===== src/rtl/pipe_stage_reg.sv =====
// pipe_stage_reg: pipeline stage register between decode and execute.
// It carries a control bundle and a datapath payload, with a valid/ready
// handshake, a memory-hit freeze, flush support and a saturating count of
// entries discarded by flush.
// Optional feature macro: PIPE_STAGE_SKID_EN. When defined, the stage holds
// up to two entries and in_ready comes from a register. When undefined, the
// stage holds one entry and in_ready is derived combinationally.
module pipe_stage_reg #(
  parameter int PAYLOAD_W = 70,
  parameter int CTRL_W    = 12,
  parameter int CNT_W     = 8
) (
  input  logic                 clk,
  input  logic                 rst,
  input  logic                 hit,
  input  logic                 flush,
  input  logic                 in_valid,
  output logic                 in_ready,
  input  logic [CTRL_W-1:0]    in_ctrl,
  input  logic [PAYLOAD_W-1:0] in_payload,
  output logic                 out_valid,
  input  logic                 out_ready,
  output logic [CTRL_W-1:0]    out_ctrl,
  output logic [PAYLOAD_W-1:0] out_payload,
  output logic [1:0]           occupancy,
  output logic [CNT_W-1:0]     flush_drops
);

  // Head entry. This is the entry currently presented on out_*.
  logic [CTRL_W-1:0]    headCtrl_q, headCtrl_d;
  logic [PAYLOAD_W-1:0] headPayload_q, headPayload_d;

  // Number of entries held, plus the saturating flush-drop counter.
  logic [1:0]           count_q, count_d;
  logic [CNT_W-1:0]     flushDrops_q, flushDrops_d;

  // Handshake qualifiers. A frozen stage (hit=0) or a flush blocks both sides.
  logic                 acceptEn;
  logic                 releaseEn;
  logic                 headValid;
  logic [CNT_W:0]       dropSum;

`ifdef PIPE_STAGE_SKID_EN
  // Second entry, used only while downstream stalls with the head occupied.
  logic [CTRL_W-1:0]    skidCtrl_q, skidCtrl_d;
  logic [PAYLOAD_W-1:0] skidPayload_q, skidPayload_d;
  // Registered "room available" flag. This keeps out_ready off the
  // in_ready path.
  logic                 space_q;
`endif

  assign headValid = (count_q != 2'd0);
  assign out_valid = headValid;
  assign occupancy = count_q;
  assign flush_drops = flush_drops_w();
  assign out_payload = headPayload_q;

  function automatic logic [CNT_W-1:0] flush_drops_w();
    return flushDrops_q;
  endfunction

  // Mask control while no entry is presented, so a bubble never writes
  // registers or memory and never branches.
  always_comb begin
    out_ctrl = '0;
    if (headValid) begin
      out_ctrl = headCtrl_q;
    end
  end

  // Ready toward upstream. It is held low during reset and while the stage is frozen.
  always_comb begin
`ifdef PIPE_STAGE_SKID_EN
    in_ready = !rst && hit && space_q;
`else
    in_ready = !rst && hit && (!headValid || out_ready);
`endif
  end

  assign acceptEn  = in_valid && in_ready && hit && !flush;
  assign releaseEn = headValid && out_ready && hit && !flush;

  // Saturating add of the pre-flush occupancy into the drop counter.
  always_comb begin
    dropSum      = {1'b0, flushDrops_q} + {{(CNT_W-1){1'b0}}, count_q};
    flushDrops_d = flushDrops_q;
    if (flush) begin
      if (dropSum[CNT_W]) begin
        flushDrops_d = '1;
      end else begin
        flushDrops_d = dropSum[CNT_W-1:0];
      end
    end
  end

  // Next-state for the entry storage and occupancy. A flush empties the
  // stage. Otherwise, accepts and releases move entries in order.
  always_comb begin
    count_d       = count_q;
    headCtrl_d    = headCtrl_q;
    headPayload_d = headPayload_q;
`ifdef PIPE_STAGE_SKID_EN
    skidCtrl_d    = skidCtrl_q;
    skidPayload_d = skidPayload_q;
`endif
    if (flush) begin
      count_d = 2'd0;
    end else begin
`ifdef PIPE_STAGE_SKID_EN
      case (count_q)
        2'd0: begin
          if (acceptEn) begin
            headCtrl_d    = in_ctrl;
            headPayload_d = in_payload;
            count_d       = 2'd1;
          end
        end
        2'd1: begin
          if (acceptEn && releaseEn) begin
            headCtrl_d    = in_ctrl;
            headPayload_d = in_payload;
          end else if (acceptEn) begin
            skidCtrl_d    = in_ctrl;
            skidPayload_d = in_payload;
            count_d       = 2'd2;
          end else if (releaseEn) begin
            count_d = 2'd0;
          end
        end
        2'd2: begin
          if (releaseEn) begin
            headCtrl_d    = skidCtrl_q;
            headPayload_d = skidPayload_q;
            if (acceptEn) begin
              skidCtrl_d    = in_ctrl;
              skidPayload_d = in_payload;
            end else begin
              count_d = 2'd1;
            end
          end
        end
        default: begin
          count_d = 2'd0;
        end
      endcase
`else
      if (acceptEn) begin
        headCtrl_d    = in_ctrl;
        headPayload_d = in_payload;
        count_d       = 2'd1;
      end else if (releaseEn) begin
        count_d = 2'd0;
      end
`endif
    end
  end

  // State registers. Reset overrides hit and flush and clears everything,
  // including the drop counter.
  always_ff @(posedge clk) begin
    if (rst) begin
      count_q       <= 2'd0;
      headCtrl_q    <= '0;
      headPayload_q <= '0;
      flushDrops_q  <= '0;
`ifdef PIPE_STAGE_SKID_EN
      skidCtrl_q    <= '0;
      skidPayload_q <= '0;
      space_q       <= 1'b1;
`endif
    end else begin
      count_q       <= count_d;
      headCtrl_q    <= headCtrl_d;
      headPayload_q <= headPayload_d;
      flushDrops_q  <= flushDrops_d;
`ifdef PIPE_STAGE_SKID_EN
      skidCtrl_q    <= skidCtrl_d;
      skidPayload_q <= skidPayload_d;
      space_q       <= (count_d != 2'd2);
`endif
    end
  end

endmodule


===== config.mk =====
export PLATFORM = sky130hd
export DESIGN_NAME = pipe_stage_reg
export DESIGN_NICKNAME = d
export VERILOG_FILES = /design/src/rtl/pipe_stage_reg.sv
export SDC_FILE = /design/constraint.sdc
export NUM_CORES = 1
export LEC_CHECK = 0
export BUFFER_PORTS_ARGS = -buffer_cell sky130_fd_sc_hd__buf_2
export CORE_ASPECT_RATIO = 0.8
export CORE_UTILIZATION = 40
export CTS_CLUSTER_DIAMETER = 80
export DETAILED_ROUTE_END_ITERATION = 10
export GPL_TIMING_DRIVEN = 0
export PLACE_DENSITY = 0.69
export SLEW_MARGIN = 30
export SYNTH_ARGS = -nofsm -noshare
export SYNTH_HDL_FRONTEND = slang
export SYNTH_SLANG_ARGS = --single-unit

===== constraint.sdc =====
create_clock -name clk -period 2.1 [get_ports clk]
set_input_delay 0.105 -clock clk [delete_from_list [all_inputs] [get_ports clk]]
set_output_delay 0.105 -clock clk [all_outputs]
set_load 0.01 [all_outputs]

# ---- Word-level counts from Yosys, hierarchy flattened
# Index checks and enable logic that the tools add are counted.
dict set report totals {
  in_bits 88
  output_inout_bits 94
  elab_cells 25
  regBits 91
}
dict set report classes {
  bitwise_logic 1
  mux 4
  n_reduce_logical 15
  addsub 1
}
# cell n
set op_table {}
lappend op_table {{$mux 12} 1}
lappend op_table {{$add 8x1->9} 1}
lappend op_table {{$logic_and 1x1->1} 8}
lappend op_table {{$mux 8} 1}
lappend op_table {{$logic_not 1->1} 3}
lappend op_table {{$mux 1} 2}
lappend op_table {{$reduce_and 2->1} 1}
lappend op_table {{$reduce_bool 2->1} 1}
lappend op_table {{$reduce_or 2->1} 1}
lappend op_table {{$logic_or 1x1->1} 1}
lappend op_table {{$not 1->1} 1}

# ---- Depth between registers and ports, before layout
dict set report logic_depth {
  depth_word 7
  mapped_depth 6
  ltp_nobuf 5
}

# ---- Worst setup path after synthesis
# No wires, ideal clock.
dict set report synth_timing {
  path_type {reg2reg}
  start {register count_q[0] (netlist: occupancy[0])}
  end {register headCtrl_q[0]}
  setup_time_ns 0.121
  stages_incl_launch_ff 6
  t_arrival_ns 1.642
  slack_ns 0.336
  t_required_ns 1.979
  n_path_buf 2
  path_cell_list {dfxtp_1 > nor2b_1 > or4b_4 > buf_12 > buf_12 > mux2_4}
}
dict set report synth_between {
  elab_chain_cells 7
}
# element line
set synth_rtl {}
lappend synth_rtl {{start: declaration} 34} ;# logic [1:0] count_q, count_d;
lappend synth_rtl {{start signal: assignment} 172} ;# count_q <= count_d;
lappend synth_rtl {{$logic_not 1->1} 76} ;# in_ready = !rst && hit && (!headValid || out_ready);
lappend synth_rtl {{$logic_or 1x1->1} 76}
lappend synth_rtl {{$logic_and 1x1->1} 76}
lappend synth_rtl {{$logic_and 1x1->1 (3 in series)} 80} ;# assign acceptEn = in_valid && in_ready && hit && !flush;
lappend synth_rtl {{$reduce_and 2->1 (no source line)} n/a}
lappend synth_rtl {{end signal: assignment} 173} ;# headCtrl_q <= headCtrl_d;
lappend synth_rtl {{end: declaration} 30} ;# logic [CTRL_W-1:0] headCtrl_q, headCtrl_d;
# No other way between the ends.
# A chain may end at the register's enable or synchronous reset.

# ---- Final worst setup path
dict set report layout_timing {
  start {register count_q[0] (netlist: occupancy[0])}
  end {register headPayload_q[40] (netlist: out_payload[40])}
}
dict set report layout_between {
  elab_chain_cells 7
}
# element line
set layout_rtl {}
lappend layout_rtl {{$logic_not 1->1} 76}
lappend layout_rtl {{$logic_or 1x1->1} 76}
lappend layout_rtl {{$logic_and 1x1->1} 76}
lappend layout_rtl {{$logic_and 1x1->1 (3 in series)} 80}
lappend layout_rtl {{$reduce_and 2->1 (no source line)} n/a}
lappend layout_rtl {{end signal: assignment} 174} ;# headPayload_q <= headPayload_d;
lappend layout_rtl {{end: declaration} 31} ;# logic [PAYLOAD_W-1:0] headPayload_q, headPayload_d;
# No other way between the ends.

==> results.cfg <==
[global_routing]
antenna_found_initial = 0
track_usage_pct = 19.7
overflow = 0
grt_pass1_vias = 3503
grt_pass1_wl_um = 16500
grt_max_degree = 16

[sta]
fin_worst_skew_ns = 0.00477
tightest_slew_ns = 0.545
setup_viol = 0
min_period_ns = 1.86
finalHoldViolCount = 0
finalMaxSlewViolations = 0
setup-tns-final_ns = 0
rsz0062_at_grt = false
setup_ws_ns = 0.238
fmax_ghz = 0.537
relSlewSlack_pct = 63.7
post-route-period-util_pct = 88.6

[drt]
firstDrtPassIters = 4
vias = 3383
drtIter0Drc = 104
post_drt_wl_per_cell_um = 14.2
drt-met1-wl_um = 4630
dr_wl_met3_um = 701
via_per_inst = 4.53
dr_wl_met2_um = 5120
drc = 0
ant_nets = 0
topRoutingLayerUsed = met4
wirelength_um = 10600

[placed_design]
placed_area_um2 = 5240
gp_congestion = 0.770
dp_hpwl_um = 6960
pre_cts_ws_ns = 0.112
io_buffers = 179
post-place-cells = 650

[power]
power_frac_clock_pct = 44.5
p_int_mw = 3.31
p_seq_share_pct = 43.2
peakVddDrop_mv = 0.472
p_sw_mw = 0.897
sw_frac_of_total_pct = 21.3
finalPower_mw = 4.21
comb_power_share_pct = 12.3
power.density_nw_per_um2 = 659
p_leak_nw = 3.30

[yosys]
ys_types = 32
syn_area_um2 = 4170
synth-edff-count = 0
synth_top_flop_cell = dfxtp_1
yosys-top-cells-count = dfxtp_1, nor2b_1, mux2_4
ys_seq_elements = 91
synth.largest_area_cell = dfxtp_1
yosys_warnings = 0
yosys.cell_count.top_type = dfxtp_1
syn-num-nets = 425
syn_avg_cell_area_um2 = 12.4
async_flop_share_pct = 0
yosysSeqAreaShare_pct = 43.7
synthCells = 335
ys_top_cells_by_area = dfxtp_1, mux2_4, nor2b_1
synth_top_area_share_pct = 43.7

[layout]
drive_gt1_share_pct = 47.5
regArea_um2 = 1820
multi_input_area_um2 = 2080
layout.cells.non_filler = 746
syn_to_final_growth_pct = 53.2
finalNetCount = 695
fin_area_um2 = 6390
n_fill_cell = 769
n_antenna_cell = 0

[clocking]
clk_pin_slew_ns = 0.06
root_buffer = clkbuf_16
postCtsSetupRepairBufs = 0
clk-insertion-delay-late_ns = 0.33
htree_levels = 3
clk_path_buf_depth = 2
cts_sinks = 91
cts_buffers = 9
cts_tree = done

[setup_path]
path_cells = nor2b_1, or4b_4, buf_12, buf_12, mux2_4
regToRegEndpoint = out_payload[40]
end_kind = register
crit_top_cell = buf_12
cp_slowest_cell = or4b_4
crit_path_max_incr_delay_ns = 0.53
crit_buf_inv = 2
rr_startpoint = occupancy[0]
crit_fanout = 10
path_delay_family = simple AND/OR/NAND/NOR gates
required_ns = 2.32
startpoint_type = register
worst_ep_arrival_time_ns = 2.08
reg2regPathDepth = 5
reg2reg_slack_ns = 0.24
worstSetupPathType = register to register

[floorplan]
io-pin-count = 182
start_util_pct = 42.2
rows = 32
die_h_um = 93.3
core_um2 = 9890
dieArea_um2 = 10800
dieWidth_um = 116

[hold_path]
hold_end = out_payload[17]
whs_path_depth = 2
min_path_type = primary input to register
hp-start = in_payload[17]

[job]
maxCapViolCount = 0

[outcome]
status = completed
## routing by layer
metal,vias up,global-route usage (%)
li1,1663,-
met1,1576,22.4
met2,129,35.2
met3,15,5.90
met4,0,6.41
met5,-,0
## how the worst max path moves through the flow
stage                             from  depth (start not counted)               to  slack [ns]
final                     occupancy[0]                          5  out_payload[40]        0.24
after global placement             rst                          6         in_ready        0.14
after floorplan           occupancy[0]                          5    headCtrl_q[0]        0.34
after detailed placement           rst                          6         in_ready        0.11
after global routing      occupancy[0]                          5  out_payload[40]        0.17
after CTS                          rst                          6         in_ready        0.11
## stage by stage
stage / utilization (%) / hold WS [ns]
after CTS: 64.4 / 0.000128
after floorplan: - / 0.230
final: 64.6 / 0.0160
after global routing: 64.6 / 0.00377
after detailed placement: 52.9 / 0.317
after global placement: 52.9 / 0.311
## sequential cells by signal (all words and copies together) (netlist names)
register	count
headCtrl_q	12
occupancy	1
flush_drops	8
out_payload	70
## cells by family (layout without fill, tap and decap cells)
group                      count (synthesis)  count (layout)  share of synthesized area [%]
adders and majority gates                  2               2                          0.600
muxes                                     82              82                           29.3
and+or+nand+nor                          115             115                           17.3
DFF                                       91              91                           43.7
AOI/OAI and AO/OA                         14              14                           2.31
other                                      1               1                         0.0899
buffers and inverters                     29             304                           6.48
xor gates and xnor gates                   1               1                          0.210
## final cells by class
class	instances	share of cell area, %
Buffer	25	4.01
Clock inverter	6	1.74
Timing Repair Buffer	259	26.6
Inverter	4	0.235
Clock buffer	10	3.74
Tap cell	136	2.66
Multi-Input combinational cell	215	32.5
Sequential cell	91	28.5
## power groups by stage
stage          clock [mW]  combinational (mW)  sequential (mW)
6_report             1.87               0.519             1.82
5_1_grt              1.98               0.557             1.82
4_1_cts              1.93               0.515             1.82
3_5_place_dp            0               0.399             1.85
3_3_place_gp            0               0.389             1.85
2_1_floorplan           0               0.201             1.88
## repair_timing
| item | in CTS | in global routing |
|---|---|---|
| endpoints found under the setup margin | 0 | 1 |
| endpoints found under the hold margin | 80 | 2 |
| gates resized for setup | 0 | 2 |
| hold buffers | 78 | 2 |
## cells in the final DEF, fill, tap and decap left out, drive strengths merged
cell,instances
buf,191
dfxtp,91
nor2b,83
mux2,82
dlygate4sd3,80
clkbuf,23
and2,13
inv,5
a21oi,4
nand4,4
nor2,3
a311oi,3
bufinv,3
and3,2
nand2,2
a31oi,2
a211oi,2
ha,2
nor3b,1
nand2b,1
or4b,1
a41o,1
or3,1
o21ai,1
xor2,1
nand3,1
a22oi,1
nor3,1
or2,1
nor4,1
conb,1
clkinv,1
clkinvlp,1
Power figures use the tool's default switching activity.
